File: config.mk
export PLATFORM = sky130hd
export DESIGN_NAME = instr_fetch_decode_flat
export DESIGN_NICKNAME = d
export VERILOG_FILES = /design/src/rtl/instr_fetch_decode_pkg.sv /design/src/rtl/instr_fetch_decode_if.sv /design/src/rtl/instr_fetch_decode_r_type_decoder.sv /design/src/rtl/instr_fetch_decode.sv /design/src/flat_wrapper.sv
export SDC_FILE = /design/constraint.sdc
export NUM_CORES = 1
export LEC_CHECK = 0
export ABC_AREA = 1
export BUFFER_PORTS_ARGS = -buffer_cell sky130_fd_sc_hd__buf_2
export CAP_MARGIN = 15
export CORE_ASPECT_RATIO = 2
export CORE_MARGIN = 3
export CORE_UTILIZATION = 55
export CTS_CLUSTER_DIAMETER = 60
export DETAILED_ROUTE_END_ITERATION = 8
export PLACE_DENSITY = 0.86
export SETUP_SLACK_MARGIN = 0.3
export SYNTH_ARGS = -nofsm -noshare
export SYNTH_HDL_FRONTEND = slang
export SYNTH_SLANG_ARGS = --single-unit
File: constraint.sdc
create_clock -name clock -period 2.3 [get_ports clock]
set_input_delay 0.115 -clock clock [delete_from_list [all_inputs] [get_ports clock]]
set_output_delay 0.115 -clock clock [all_outputs]
set_load 0.1 [all_outputs]
File: src/rtl/instr_fetch_decode_pkg.sv
// Shared RV32 R-type encoding constants, ALU operation codes and fetch FSM states.
// The ALU imports this package too, so both sides agree on one code table.
package instr_fetch_decode_pkg;

  localparam int XLEN  = 32;
  localparam int REG_W = 5;

  localparam logic [6:0] OPC_RTYPE = 7'b0110011;

  localparam logic [6:0] F7_BASE = 7'h00;
  localparam logic [6:0] F7_ALT  = 7'h20;

  localparam logic [2:0] F3_ADD_SUB = 3'b000;
  localparam logic [2:0] F3_SLL     = 3'b001;
  localparam logic [2:0] F3_SLT     = 3'b010;
  localparam logic [2:0] F3_SLTU    = 3'b011;
  localparam logic [2:0] F3_XOR     = 3'b100;
  localparam logic [2:0] F3_SRL_SRA = 3'b101;
  localparam logic [2:0] F3_OR      = 3'b110;
  localparam logic [2:0] F3_AND     = 3'b111;

  typedef enum logic [3:0] {
    ALU_AND  = 4'b0000,
    ALU_OR   = 4'b0001,
    ALU_ADD  = 4'b0010,
    ALU_XOR  = 4'b0011,
    ALU_SLL  = 4'b0100,
    ALU_SRL  = 4'b0101,
    ALU_SUB  = 4'b0110,
    ALU_SRA  = 4'b0111,
    ALU_SLT  = 4'b1000,
    ALU_SLTU = 4'b1001
  } alu_op_e;

  typedef enum logic [1:0] {
    IDLE,
    FETCH,
    WAIT,
    ISSUE
  } state_e;

  // Sequential PC step; the 32-bit result wraps naturally at the top of memory.
  function automatic logic [XLEN-1:0] next_pc(input logic [XLEN-1:0] cur);
    return cur + XLEN'(4);
  endfunction

endpackage

File: src/rtl/instr_fetch_decode_if.sv
// Instruction-memory fetch bus: request/address out, data/valid pulse back.
interface instr_fetch_decode_if;
  logic        req;
  logic [31:0] addr;
  logic [31:0] rdata;
  logic        rvalid;

  modport master (output req, addr, input rdata, rvalid);
  modport slave  (input req, addr, output rdata, rvalid);
endinterface

File: src/rtl/instr_fetch_decode_r_type_decoder.sv
// Combinational R-type decoder: instruction word -> ALU code, legality and register fields.
module r_type_decoder
  import instr_fetch_decode_pkg::*;
(
  input  logic [XLEN-1:0]  instr,
  output alu_op_e          alu_control,
  output logic             legal,
  output logic [REG_W-1:0] rs1,
  output logic [REG_W-1:0] rs2,
  output logic [REG_W-1:0] rd
);

  logic [6:0] opcode;
  logic [6:0] funct7;
  logic [2:0] funct3;

  assign opcode = instr[6:0];
  assign funct3 = instr[14:12];
  assign funct7 = instr[31:25];
  assign rs1    = instr[19:15];
  assign rs2    = instr[24:20];
  assign rd     = instr[11:7];

  always_comb begin
    alu_control = ALU_ADD;
    legal       = 1'b0;
    if (opcode == OPC_RTYPE) begin
      if (funct7 == F7_BASE) begin
        legal = 1'b1;
        case (funct3)
          F3_ADD_SUB: alu_control = ALU_ADD;
          F3_SLL:     alu_control = ALU_SLL;
          F3_SLT:     alu_control = ALU_SLT;
          F3_SLTU:    alu_control = ALU_SLTU;
          F3_XOR:     alu_control = ALU_XOR;
          F3_SRL_SRA: alu_control = ALU_SRL;
          F3_OR:      alu_control = ALU_OR;
          F3_AND:     alu_control = ALU_AND;
        endcase
      end else if (funct7 == F7_ALT) begin
        // Only SUB and SRA use the alternate funct7 encoding.
        if (funct3 == F3_ADD_SUB) begin
          alu_control = ALU_SUB;
          legal       = 1'b1;
        end else if (funct3 == F3_SRL_SRA) begin
          alu_control = ALU_SRA;
          legal       = 1'b1;
        end
      end
    end
  end

endmodule

File: src/rtl/instr_fetch_decode.sv
// Fetch/decode sequencer: fetches one word per instruction, decodes R-type ops,
// and presents register fields, ALU code and one-cycle strobes to the datapath.
module instr_fetch_decode
  import instr_fetch_decode_pkg::*;
#(
  parameter logic [31:0] RESET_PC = 32'h0000_0000
) (
  input  logic                 clock,
  input  logic                 reset,
  input  logic                 run,
  instr_fetch_decode_if.master imem,
  output logic [REG_W-1:0]     read_reg_num1,
  output logic [REG_W-1:0]     read_reg_num2,
  output logic [REG_W-1:0]     write_reg,
  output logic [3:0]           alu_control,
  output logic                 regwrite,
  output logic                 illegal,
  output logic [XLEN-1:0]      pc,
  output logic [XLEN-1:0]      retired
);

  state_e           state;
  alu_op_e          dec_alu;
  logic             dec_legal;
  logic [REG_W-1:0] dec_rs1;
  logic [REG_W-1:0] dec_rs2;
  logic [REG_W-1:0] dec_rd;

  // Decoding the returning word directly lets every ISSUE output be a plain register.
  r_type_decoder u_decoder (
    .instr       (imem.rdata),
    .alu_control (dec_alu),
    .legal       (dec_legal),
    .rs1         (dec_rs1),
    .rs2         (dec_rs2),
    .rd          (dec_rd)
  );

  assign imem.addr = pc;

  always_ff @(posedge clock or negedge reset) begin
    if (!reset) begin
      state         <= IDLE;
      pc            <= RESET_PC;
      retired       <= '0;
      imem.req      <= 1'b0;
      read_reg_num1 <= '0;
      read_reg_num2 <= '0;
      write_reg     <= '0;
      alu_control   <= ALU_AND;
      regwrite      <= 1'b0;
      illegal       <= 1'b0;
    end else begin
      case (state)
        IDLE: begin
          if (run) begin
            state    <= FETCH;
            imem.req <= 1'b1;
          end
        end
        FETCH: begin
          state <= WAIT;
        end
        WAIT: begin
          // A response is only accepted here; stray pulses in other states fall through.
          if (imem.rvalid) begin
            state         <= ISSUE;
            imem.req      <= 1'b0;
            read_reg_num1 <= dec_rs1;
            read_reg_num2 <= dec_rs2;
            write_reg     <= dec_rd;
            regwrite      <= dec_legal && (dec_rd != '0);
            illegal       <= !dec_legal;
            if (dec_legal) begin
              alu_control <= dec_alu;
            end
          end
        end
        ISSUE: begin
          regwrite <= 1'b0;
          illegal  <= 1'b0;
          pc       <= next_pc(pc);
          retired  <= retired + XLEN'(1);
          if (run) begin
            state    <= FETCH;
            imem.req <= 1'b1;
          end else begin
            state <= IDLE;
          end
        end
        default: begin
          state    <= IDLE;
          imem.req <= 1'b0;
        end
      endcase
    end
  end

endmodule

File: src/flat_wrapper.sv
// flat-port wrapper written by rule: the top's interface ports become plain ports
module instr_fetch_decode_flat import instr_fetch_decode_pkg::*;
#(
  parameter logic [31:0] RESET_PC = 32'h0000_0000
)
  (clock, reset, run, read_reg_num1, read_reg_num2, write_reg, alu_control, regwrite, illegal, pc, retired, imem_req, imem_addr, imem_rdata, imem_rvalid);
  instr_fetch_decode_if imem_i ();
  input  logic clock;
  input  logic reset;
  input  logic run;
  output logic [REG_W-1:0] read_reg_num1;
  output logic [REG_W-1:0] read_reg_num2;
  output logic [REG_W-1:0] write_reg;
  output logic [3:0] alu_control;
  output logic regwrite;
  output logic illegal;
  output logic [XLEN-1:0] pc;
  output logic [XLEN-1:0] retired;
  output wire logic [$bits(imem_i.req)-1:0] imem_req;
  output wire logic [$bits(imem_i.addr)-1:0] imem_addr;
  input wire logic [$bits(imem_i.rdata)-1:0] imem_rdata;
  input wire logic [$bits(imem_i.rvalid)-1:0] imem_rvalid;
  assign imem_req = imem_i.req;
  assign imem_addr = imem_i.addr;
  assign imem_i.rdata = imem_rdata;
  assign imem_i.rvalid = imem_rvalid;
  instr_fetch_decode #(.RESET_PC(RESET_PC)) u_core (.clock(clock), .reset(reset), .run(run), .imem(imem_i), .read_reg_num1(read_reg_num1), .read_reg_num2(read_reg_num2), .write_reg(write_reg), .alu_control(alu_control), .regwrite(regwrite), .illegal(illegal), .pc(pc), .retired(retired));
endmodule
After elaboration in Yosys (flattened, before gate mapping)

Memory sizes are Yosys's and may differ from the RTL's.
Index checks and enable logic that the tools add are counted.

Flip-flop bits (word level): 88
Memory bits (read-only): 32
Input bits: 36
Output and inout port bits: 118
Logic and storage cells: 57
Memories: 1

Memories:

| name            | words | width | read ports | clocked after memory_dff | write ports | RTL line                                | RTL |
|---|---|---|---|---|---|---|---|
| (no name shown) | 8     | 4     | 1          | 0                        | 0           | instr_fetch_decode_r_type_decoder.sv:30 | `case (funct3)` |

Add/sub/neg operators: 2
Equality and inequality tests: 9
Multiplexer cells: 21
Reduce and logical (&&, ||, !) cells: 14

Operators by type and width:

| operator              | number |
|---|---|
| $add 32x1->32 const B | 1 |
| $add 32x3->32 const B | 1 |
| $eq 7x6->1 const B    | 2 |
| $mux 1                | 10 |
| $mux 3                | 3 |
| $mux 4                | 2 |
| $pmux 2 s4            | 1 |
| $logic_not 7->1       | 1 |
| $pmux 1 s2            | 3 |
| $reduce_and 2->1      | 3 |
| $reduce_and 3->1      | 2 |
| $reduce_bool 5->1     | 1 |
| $eq 2x2->1 const B    | 2 |
| $mux 2                | 2 |
| $ne 2x2->1 const B    | 2 |
| $reduce_bool 2->1     | 2 |
| $eq 3x3->1 const B    | 1 |
| $logic_not 3->1       | 1 |
| $eq 2x1->1 const B    | 1 |
| $logic_not 2->1       | 1 |
| $ne 2x1->1 const B    | 1 |
| $reduce_or 2->1       | 1 |
| $logic_and 1x1->1     | 1 |
| $logic_not 1->1       | 1 |

Longest topological paths before layout

Gate-level depths: netlist of the first run.

Depth in word-level cells: 9
Depth in mapped cells: 10

By module

From an unflattened synthesis of the first run, not the netlist that was laid out.

Cell total of the unflattened synthesis: 613
Area total of the unflattened synthesis: 4885.9 µm²

Modules (own cells, without submodules):

| module             | times used | cells each | area an instance (µm²) |
|---|---|---|---|
| instr_fetch_decode | 1          | 564        | 4610.7 |
| r_type_decoder     | 1          | 49         | 275.3 |

Least setup slack after synthesis of the first run

OpenSTA, ideal clock, no wires.

Path kind: register to register
Start: reg u_core.retired[0]
End: reg u_core.retired[22]
Setup time: 0.159 ns
Arrival time: 1.939 ns
Required time: 2.141 ns
Slack: 0.202 ns
Stages on the path, launching flop included: 8
Period minus slack after synthesis: 2.098 ns
Cells stage by stage: dfrtp_1 -> ha_1 -> nand2_1 -> nor2_4 -> nand3_2 -> nor2_4 -> nand2_1 -> xnor2_1

Word-level cells in the longest chain between the ends: 1

RTL lines:

| element                  | RTL line                 | RTL |
|---|---|---|
| start: declaration       | instr_fetch_decode.sv:19 | `output logic [XLEN-1:0] retired` |
| start signal: assignment | instr_fetch_decode.sv:83 | `retired <= retired + XLEN'(1);` |
| $add 32x1->32            | instr_fetch_decode.sv:83 |  |

Every way passes these cells.
A chain may end at the register's enable or synchronous reset.

Worst setup path in the final report of the first run

Start: reg u_core.state[1]
End: reg u_core.pc[21] (netlist: u_core.imem.addr[21])

Word-level cells in the longest chain between the ends: 1

RTL lines:

| element                  | RTL line                 | RTL |
|---|---|---|
| start: declaration       | instr_fetch_decode.sv:22 | `state_e state;` |
| start signal: assignment | instr_fetch_decode.sv:43 | `state <= IDLE;` |
| start signal: assignment | instr_fetch_decode.sv:57 | `state <= FETCH;` |
| start signal: assignment | instr_fetch_decode.sv:62 | `state <= WAIT;` |
| $eq 2x2->1               | instr_fetch_decode.sv:54 | `case (state)` |
| end signal: assignment   | instr_fetch_decode.sv:82 | `pc <= next_pc(pc);` |
| end: declaration         | instr_fetch_decode.sv:18 | `output logic [XLEN-1:0] pc,` |

Every way passes these cells.

==> run metrics, run 1 <==
status=finished clean; arrival time at the worst endpoint=2.01 ns; layout net count=790; Setup TNS Final=0 ns; vias in the first global route=4,320; CTS buffer count=9; hold depth=3; Reg clk slew, reported paths=0.06 ns; H-tree levels=3; Largest Register=u_core.retired; Crit path depth=8; area leader, netlist=dfrtp_1; mapped cell area=0.004732 mm²; WL/cell=14.74 µm; RSZ-0062 raised after global routing=false; Synth top area share=45.48%; type of the worst setup path=flip-flop to flip-flop; crit path launch type=flip-flop; R2R Path Start=u_core.state[1]; endpoints failing hold=0; row count=47; final core occ=69.78%; DIE AREA=0.009820 mm²; CP Cell Sequence=ha_2 > nand2_1 > nor2_4 > inv_2 > nor2_2 > nand2_2 > o21ai_0 > nand2_1; Worst Setup End Kind=flip-flop; initial antenna violation count=0; global-route usage over all layers=26.58%; CORE AREA=0.008351 mm²; Max VDD drop=1508 µV; I/O Pins=154; Distinct cells, synth=25; TritonCTS clock tree=done; WHS=approximately 0.014 ns; via count=between 4,000 and 5,000; clk_lat worst skew=0.34 ns; Min-Delay Path Class=input pin to flip-flop; Final Max Slew Viols=0; worst stage delay on the critical path=approximately 0.4 ns; IO buf count=149; first-pass GRT wire length=just over 20 mm; most frequent CP cell=nand2_1; Synth Register Bits=86; hold endpoint=u_core.write_reg[2]; max cap viols=0; DRC viols=0; layout cells sized above 1=26.83%; synth top area cells=dfrtp_1, nand2_1, inv_1, buf_4, xor2_1; RR Endpoint=u_core.imem.addr[21]; cells after synthesis=just over 600; LEAKAGE=3.379 nW; DR iter-0 viols=approximately 230; Setup-failing EPs final=0; fmax=0.5566 GHz; fin crit period=1.797 ns; final period utilization=78.12%; CP max stage cell=dfrtp_1; DP HPWL=9.305 mm; worst slew pin tran=0.6399 ns; total number of yosys warnings=0; Crit path max-delay family=simple AND/OR/NAND/NOR gates; GRT Residual Overflow=0; power density over cell area=around 1100 mW/mm²; crit-path max FO=13; final RePlAce weighted congestion=approximately 0.9; final antenna-violating net count=0; filler cell count in the final layout=676; drt pass-1 iters=5; sequential element share of the synthesized area=45.48%; CP Buf/Inv Count=1; height of the die=137.2 µm; Initial Utilization=56.67%; Clk Tree Root Cell=clkbuf_16; final wirelength=12.54 mm; max reg flops=32; die width=~72 µm; Vias per Instance=5.142; Area Overhead vs Synth=23.14%; pin count of the biggest net entering global routing=52; HP Start=imem_rdata[9]; R2R Setup Slk=between 0.5 and 0.6 ns; antenna cell count=0; Clock Skews=approximately 0.0066 ns; Final Power=~6.4 mW; CTS Buffer Depth=2; Req. time, crit path=approximately 2.5 ns; CTS sink cnt=86; Slew headroom=57.01%; Mean Syn Cell Area=7.809 µm²; worst r2r path cells=8
-- worst max path at each step --
stage	from	to
final	u_core.state[1]	u_core.imem.addr[21]
after global routing	u_core.state[1]	u_core.retired[22]
after CTS	u_core.state[1]	u_core.imem.addr[21]
after detailed placement	u_core.state[1]	u_core.imem.addr[21]
after global placement	u_core.state[1]	u_core.imem.addr[25]
after floorplan	u_core.imem.addr[7]	u_core.imem.addr[25]
-- logic make-up (layout without fill, tap and decap cells) --
family / Yosys count / in the layout / synth area share, %
simple gates: 333 / 333 / 30.72
other cells: 1 / 4 / 0.07925
xor+xnor: 44 / 44 / 8.144
buf+inv: 123 / 267 / 12.53
compound gates: 13 / 13 / 1.454
fa+ha+maj: 6 / 6 / 1.586
flops: 86 / 86 / 45.48
-- where the power goes --
group	leakage (nW)	total, mW	internal (mW)	switching [mW]
Sequential	1.14	1.98	1.76	0.218
Clock	0.152	1.47	0.895	0.579
Combinational	2.09	2.93	0.451	2.48
-- cells in the final DEF, fill, tap and decap left out, types with 4 or more instances in the layout --
| cell type | instances |
|---|---|
| nand2_1 | 192 |
| buf_2 | 148 |
| inv_1 | 83 |
| dfrtp_1 | 73 |
| nor2_1 | 57 |
| nand3_1 | 38 |
| xor2_1 | 27 |
| nand4_1 | 19 |
| xnor2_1 | 17 |
| dfrtp_2 | 13 |
| dlygate4sd3_1 | 12 |
| o21ai_0 | 10 |
| nor3_1 | 9 |
| clkbuf_16 | 9 |
| buf_4 | 7 |
| nor2_4 | 5 |
| nor2_2 | 5 |
| ha_1 | 5 |
| conb_1 | 4 |
-- worst register-to-register path: stages (launching register included) --
cell	delay, ns
dfrtp_1	0.40
ha_2	0.36
nand2_1	0.14
nor2_4	0.17
inv_2	0.05
nor2_2	0.18
nand2_2	0.12
o21ai_0	0.20
nand2_1	0.07
-- layout make-up --
type                            count  area (µm²)  area share, %
Tap cell                           98       122.6          2.104
Clock inverter                      4       45.04         0.7730
Inverter                           84       315.3          5.411
Sequential cell                    86        2168          37.21
Timing Repair Buffer              167       913.4          15.68
Multi-Input combinational cell    400        2006          34.42
Clock buffer                       12       256.5          4.402
-- Yosys cell counts, drive strengths merged --
master    n
conb      1
nand4    19
clkbuf    4
a21oi     1
nand2   194
nand3    40
inv      84
o21bai    1
buf      35
ha        6
xor2     27
nand3b    1
o22ai     1
xnor2    17
nor2     67
dfrtp    86
nor3     12
o21ai    10
-- metrics by stage --
step                      std cells  setup WS [ns]  instance area, µm²
after CTS                       851         0.3303                5819
after global placement          823         0.4599                5398
final                           851         0.5033                5827
after floorplan                 609         0.3053                4760
after global routing            851         0.3092                5827
after detailed placement        823         0.3387                5398
-- timing repair --
item | in CTS | in global routing
gates resized for setup | 0 | 2
setup buffers | 0 | 0
setup endpoints to repair | 0 | 29
hold endpoints to repair | 59 | 0
hold buffers | 12 | 0
-- layer usage --
| layer | vias to the layer above | share of wire, % | track usage [%] |
|---|---|---|---|
| met5 | - | 0 | 0 |
| met1 | 2062 | 36 | 28.53 |
| met2 | 165 | 55 | 47.69 |
| li1 | 2106 | - | - |
| met3 | 43 | 5.0 | 4.456 |
| met4 | 0 | 4.5 | 15.90 |
(Power assumes the default switching activity.)
==> run 2: changes to the inputs <==
--- a/config.mk
+++ b/config.mk
@@ -5,15 +5,15 @@
 export SDC_FILE = /design/constraint.sdc
 export NUM_CORES = 1
 export LEC_CHECK = 0
-export ABC_AREA = 1
+export ABC_AREA = 0
 export BUFFER_PORTS_ARGS = -buffer_cell sky130_fd_sc_hd__buf_2
 export CAP_MARGIN = 15
 export CORE_ASPECT_RATIO = 2
 export CORE_MARGIN = 3
-export CORE_UTILIZATION = 55
+export CORE_UTILIZATION = 45
 export CTS_CLUSTER_DIAMETER = 60
 export DETAILED_ROUTE_END_ITERATION = 8
-export PLACE_DENSITY = 0.86
+export PLACE_DENSITY = 0.77
 export SETUP_SLACK_MARGIN = 0.3
 export SYNTH_ARGS = -nofsm -noshare
 export SYNTH_HDL_FRONTEND = slang
==> constraint.sdc (replaced) <==
create_clock -name clock -period 1.45 [get_ports clock]
set_input_delay 0.0725 -clock clock [delete_from_list [all_inputs] [get_ports clock]]
set_output_delay 0.0725 -clock clock [all_outputs]
set_load 0.1 [all_outputs]
==> run 2 against run 1 <==
  * The run now ends with setup timing left
  * Fmax rose by 3.0%
  * Global-route usage is 0.27 points lower
  * Register-to-register slack worse by 0.80 ns
==> run metrics, run 2 <==
status=finished with violations (was finished clean); failing checks=setup timing; fin crit period=1.744 ns (was 1.797 ns); worst slew pin tran=0.5252 ns (was 0.6399 ns); sw frac=47.15% (was 51.33%); height of the die=141.9 µm (was 137.2 µm); final core occ=91.00% (was 69.78%); WHS=0.1125 ns (was 0.01430 ns); RSZ-0062 raised after global routing=true (was false); Synth Register Bits=86 (unchanged); Vias per Instance=5.624 (was 5.142); fraction of registers with async set/reset=100.0% (unchanged); pin count of the biggest net entering global routing=49 (was 52); area leader, netlist=dfrtp_1 (unchanged); initial antenna violation count=0 (unchanged); Synth top area share=51.76% (was 45.48%); most frequent cells in the layout=buf_4, buf_6, buf_12 (was nand2_1, buf_2, inv_1); final wirelength=16.52 mm (was 12.54 mm); R2R Path Start=u_core.state[1] (unchanged); layout net count=653 (was 790); CTS Buffer Depth=2 (unchanged); CTS buffer count=9 (unchanged); final period utilization=120.3% (was 78.12%); PnR worst setup slack=-0.2938 ns (was 0.5033 ns); DP HPWL=8.091 mm (was 9.305 mm); final RePlAce weighted congestion=0.8168 (was 0.9003); vias in the first global route=4,220 (was 4,320); Reg clk slew, reported paths=0.06 ns (about the same); crit path from=u_core.state[1] (unchanged); most common cell in the netlist=dfrtp_1 (was nand2_1); DIE AREA=0.01050 mm² (was 0.009820 mm²); Clk Tree Root Cell=clkbuf_16 (unchanged); Initial Utilization=46.13% (was 56.67%); Gate power share=58.2% (was 45.9%); power density over cell area=1758 mW/mm² (was 1096 mW/mm²); antenna cell count=0 (unchanged); synth top area cells=dfrtp_1, xnor2_1, buf_4, mux2_2, xor2_1 (was dfrtp_1, nand2_1, inv_1, buf_4, xor2_1); DR iter-0 viols=193 (was 231); max reg flops=32 (unchanged); sequential element share of the synthesized area=51.76% (was 45.48%); Setup-failing EPs final=73 (was 0); net load switching power=6.797 mW (was 3.279 mW); LEAKAGE=3.870 nW (was 3.379 nW); arrival time at the worst endpoint=1.98 ns (was 2.01 ns); GRT Residual Overflow=0 (unchanged); H-tree levels=3 (unchanged); total number of yosys warnings=0 (unchanged); row count=49 (was 47); Area Overhead vs Synth=97.26% (was 23.14%); IO buf count=149 (unchanged); fmax=0.5735 GHz (was 0.5566 GHz); worst stage delay on the critical path=0.48 ns (was 0.40 ns); layout cells sized above 1=72.40% (was 26.83%); Largest Register=u_core.retired (unchanged); register share of total power=24.1% (was 31.0%); crit path launch type=flip-flop (unchanged); Setup TNS Final=-10.40 ns (was 0 ns); global-route usage over all layers=26.31% (was 26.58%); CP max stage cell=or4_4 (was dfrtp_1); type of the worst setup path=flip-flop to flip-flop (unchanged); Slew headroom=64.99% (was 57.01%); drt pass-1 iters=5 (unchanged); commonest non-fill, non-tap cell in the layout=buf_4 (was nand2_1); clk_lat worst skew=0.34 ns (about the same); fin cells=718 (was 851); Clock Skews=0.01080 ns (was 0.006626 ns); max cap viols=0 (unchanged); Mean Syn Cell Area=11.49 µm² (was 7.809 µm²); via count=4,038 (was 4,376); CTS sink cnt=86 (unchanged); WL/cell=23.00 µm (was 14.74 µm); I/O Pins=154 (unchanged); EDFF count, synth=0 (unchanged); Final Max Slew Viols=0 (unchanged); Crit path max-delay family=simple AND/OR/NAND/NOR gates (unchanged); DRC viols=0 (unchanged); Primary FF master, synth=dfrtp_1 (unchanged); Min-Delay Path Class=input pin to flip-flop (unchanged); Distinct cells, synth=39 (was 25); first-pass GRT wire length=21.26 mm (was 20.29 mm); dpl cells=639 (was 823); clock share of power=17.8% (was 23.1%); crit-path max FO=5 (was 13); endpoints failing hold=0 (unchanged); Pint=7.620 mW (was 3.109 mW); CORE AREA=0.009012 mm² (was 0.008351 mm²); die width=73.97 µm (was 71.59 µm); Req. time, crit path=1.69 ns (was 2.52 ns); CP Buf/Inv Count=0 (was 1); mapped cell area=0.004158 mm² (was 0.004732 mm²); final antenna-violating net count=0 (unchanged); Max VDD drop=2615 µV (was 1508 µV); TritonCTS clock tree=done (unchanged); HP Start=run (was imem_rdata[9]); filler cell count in the final layout=301 (was 676); Worst Setup End Kind=flip-flop (unchanged); CP Cell Sequence=ha_4 > nand3_4 > or4_4 > nor4b_4 > xor2_1 (was ha_2 > nand2_1 > nor2_4 > inv_2 > nor2_2 > nand2_2 > o21ai_0 > nand2_1); cells after synthesis=362 (was 606); Post-synth top cells=dfrtp_1, xnor2_1, buf_4 (was nand2_1, dfrtp_1, inv_1)
## run 2: cell count changes after synthesis, sizes merged, moves of 5 or more
cell   change
and3      +13
inv       -79
mux2      +22
nand2    -175
nand3     -17
nand4      +6
nor2      -55
nor4       +5
xnor2     +26
xor2       -9
## run 2: final timing paths
kind                                           endpoint  slack (ns)  cells after the start
worst max-delay path                 u_core.retired[25]       -0.29                      5
worst min-delay path                    u_core.imem.req        0.11                      3
worst max register to register       u_core.retired[25]       -0.29                      5
worst min register to register       u_core.retired[31]        0.48                      1
max in group asynchronous          u_core.imem.addr[12]        0.68                      3
min in group asynchronous       u_core.read_reg_num2[0]        0.15                      2
## run 2: power groups by stage
stage / Combinational, mW / Clock (mW) / Sequential [mW]
after floorplan: 2.09 / 0 / 6.39
after global placement: 6.20 / 0 / 3.36
after detailed placement: 6.31 / 0 / 3.38
after CTS: 7.74 / 2.55 / 3.40
after global routing: 8.61 / 2.66 / 3.50
final: 8.38 / 2.56 / 3.47
## run 2: cell type report
class                   count  area (µm²)  share of cell area (%)
clock inverters             4       70.07                  0.8543
flip-flops and latches     86        2330                   28.41
repair buffers            275        2999                   36.57
inverters                   5       21.27                  0.2593
clock buffers              12       256.5                   3.127
multi-input cells         234        2397                   29.23
well taps                 102       127.6                   1.556
## run 2: kinds of logic after synthesis
kind of cell	Yosys count	synth area share, %
buffers and inverters	45	7.313
adder cells (fa/ha/maj)	6	1.806
multiplexers	23	6.199
AO/OA/AOI/OAI	14	2.016
flip-flops	86	51.76
other	1	0.09019
XOR/XNOR	61	12.85
AND/OR/NAND/NOR	126	17.97
## run 2: layer usage
metal  vias up  track usage (%)  wire length (µm)
met5         -                0                 0
met4         0            9.838               719
met3        64            6.294               944
met2       209            49.20              9440
met1      2030            27.16              5412
li1       1735                -                 -
## run 2: timing repair
action	in CTS	in global routing
buffers inserted	26	21
hold buffers	16	0
pin swaps	38	59
setup endpoints to repair	195	141
gates resized for setup	327	100
hold endpoints to repair	101	0
## run 2: worst min-delay path: cells and delay by family
family	cells	cell delay [ns]
compound gates	2	0.20
buf+inv	1	0.14
## run 2: metrics by stage
stage                     cell area (µm²)  worst slack [ns]  power (mW)
after floorplan                      4657           -0.4013       8.482
after global routing                 8202           -0.3669       14.77
after global placement               5700           -0.1770       9.556
after detailed placement             5700           -0.2450       9.692
final                                8202           -0.2938       14.42
after CTS                            7570           -0.2042       13.69
==> run 3: changes to the inputs <==
--- a/config.mk
+++ b/config.mk
@@ -8,7 +8,6 @@
 export ABC_AREA = 0
 export BUFFER_PORTS_ARGS = -buffer_cell sky130_fd_sc_hd__buf_2
 export CAP_MARGIN = 15
-export CORE_ASPECT_RATIO = 2
 export CORE_MARGIN = 3
 export CORE_UTILIZATION = 45
 export CTS_CLUSTER_DIAMETER = 60
==> run 3 against run 2 <==
  * The run still ends with setup timing left
  * Non-clock buffer count down 12
  * Sequential cell count unchanged
  * Critical path depth fell by 1
  * Total power shrank 6.6%
  * Critical path type unchanged
  * Largest power group unchanged
==> run metrics, run 3 (same netlist as run 2, synthesis figures left out) <==
status=finished with violations (unchanged); failing checks=setup timing (unchanged); filler cell count in the final layout=332 (was 301); power density over cell area=1687 mW/mm² (was 1758 mW/mm²); Multi-input gate area=0.002252 mm² (was 0.002397 mm²); layout net count=641 (was 653); IO buf count=149 (unchanged); layout cells sized above 1=70.03% (was 72.40%); height of the die=102.1 µm (was 141.9 µm); row count=34 (was 49); Post-Place Cell Area=0.005723 mm² (was 0.005700 mm²); CTS sink cnt=86 (unchanged); max cap viols=0 (unchanged); TritonCTS clock tree=done (unchanged); arrival time at the worst endpoint=2.11 ns (was 1.98 ns); GRT Residual Overflow=0 (unchanged); endpoints failing hold=0 (unchanged); vias in the first global route=4,192 (was 4,220); Reg clk slew, reported paths=0.11 ns (was 0.06 ns); Req. time, crit path=1.72 ns (was 1.69 ns); first-pass GRT wire length=21.42 mm (was 21.26 mm); Area Overhead vs Synth=92.00% (was 97.26%); clk_lat worst skew=0.39 ns (was 0.34 ns); PnR worst setup slack=-0.3903 ns (was -0.2938 ns); Vias per Instance=5.750 (was 5.624); Slew headroom=66.24% (was 64.99%); type of the worst setup path=flip-flop to flip-flop (unchanged); WHS=0.05672 ns (was 0.1125 ns); Initial Utilization=46.99% (was 46.13%); pin count of the biggest net entering global routing=35 (was 49); GRT busiest layer=met2 (unchanged); DRC viols=0 (unchanged); grt met1 use=29.35% (was 27.16%); most frequent cells in the layout=buf_6, buf_4, buf_12 (was buf_4, buf_6, buf_12); global-route usage over all layers=26.71% (was 26.31%); final RePlAce weighted congestion=0.8341 (was 0.8168); H-tree levels=3 (unchanged); RSZ-0062 raised after global routing=true (unchanged); Place WS=-0.1988 ns (was -0.2450 ns); fin crit period=1.840 ns (was 1.744 ns); crit-path max FO=5 (unchanged); drt pass-1 iters=4 (was 5); crit path launch type=flip-flop (unchanged); WL/cell=25.18 µm (was 23.00 µm); antenna cell count=0 (unchanged); M3 GR Usage=6.348% (was 6.294%); commonest non-fill, non-tap cell in the layout=buf_6 (was buf_4); DIE AREA=0.01043 mm² (was 0.01050 mm²); Largest Register=u_core.retired (unchanged); LEAKAGE=3.656 nW (was 3.870 nW); via count=4,094 (was 4,038); max reg flops=32 (unchanged); final antenna-violating net count=0 (unchanged); Final Max Slew Viols=0 (unchanged); I/O Pins=154 (unchanged); initial antenna violation count=0 (unchanged); DR iter-0 viols=226 (was 193); Min-Delay Path Class=input pin to flip-flop (unchanged); Final Cell Area=0.007983 mm² (was 0.008202 mm²); final core occ=90.21% (was 91.00%); M2 GR Usage=50.27% (was 49.20%); Max VDD drop=1917 µV (was 2615 µV); DP HPWL=7.744 mm (was 8.091 mm); CTS Buffer Depth=2 (unchanged); die width=102.1 µm (was 73.97 µm); Setup-failing EPs final=75 (was 73); CORE AREA=0.008848 mm² (was 0.009012 mm²); final wirelength=17.93 mm (was 16.52 mm); CTS buffer count=9 (unchanged); worst slew pin tran=0.5065 ns (was 0.5252 ns); final period utilization=126.9% (was 120.3%); Register Area=0.002330 mm² (unchanged); Clock Skews=0.02543 ns (was 0.01080 ns); fmax=0.5434 GHz (was 0.5735 GHz); Worst Setup End Kind=flip-flop (unchanged); Clk Tree Root Cell=clkbuf_8 (was clkbuf_16)
-- run 3: changes by cell type in the layout (fill, tap and decap cells not counted), moves of 8 or more --
| cell | previous run | this run |
|---|---|---|
| clkbuf_16 | 9 | 0 |
| buf_4 | 92 | 67 |
| clkbuf_8 | 2 | 10 |
| buf_8 | 9 | 25 |
-- run 3: worst paths after layout --
path | start | to | slack [ns] | cells past startpoint
setup / recovery | u_core.imem.addr[17] | u_core.imem.addr[27] | -0.39 | 4
hold reg to reg | u_core.illegal | u_core.illegal | 0.50 | 2
hold / removal | run | u_core.imem.req | 0.06 | 3
max in group asynchronous | reset | u_core.retired[4] | 0.63 | 3
setup reg to reg | u_core.imem.addr[17] | u_core.imem.addr[27] | -0.39 | 4
min in group asynchronous | reset | u_core.retired[20] | 0.21 | 2
-- run 3: timing repair --
item,in CTS,in global routing
endpoints found under the hold margin,46,0
pin swaps,39,24
gates resized for setup,364,73
cloned,1,0
buffers inserted,17,15
endpoints found under the setup margin,193,172
hold buffers,16,0
-- run 3: cell type report --
class                   instances  share of cell area, %
well taps                     108                  1.693
inverters                       5                 0.2665
clock inverters                 6                 0.8934
multi-input cells             234                  28.21
clock buffers                  10                  1.724
flip-flops and latches         86                  29.18
repair buffers                263                  38.03
-- run 3: metrics by stage --
stage / instances / setup TNS (ns) / total power, mW
finish: 712 / -15.54 / 13.47
global route: 712 / -18.90 / 13.82
CTS: 697 / -5.189 / 12.79
detailed placement: 647 / -4.061 / 9.659
global placement: 647 / -2.062 / 9.520
floorplan: 365 / -10.78 / 8.482
-- run 3: per-layer routing --
metal | vias to the layer above | wire, µm
met3 | 66 | 1414
met5 | - | 0
met4 | 0 | 703
met1 | 2046 | 6160
li1 | 1703 | -
met2 | 279 | 9649
-- run 3: power breakdown --
group	internal [mW]	leakage (nW)	switching, mW
sequential	2.97	1.03	0.533
combinational	2.87	2.53	5.23
clock	0.854	0.0987	1.02
total	6.69	3.66	6.78
-- run 3: worst max-delay path, cell delays in order (launching register included) --
cell     delay, ns
dfrtp_4       0.44
nand4_1       0.29
nor2_1        0.47
nand4_1       0.23
xnor2_1       0.30
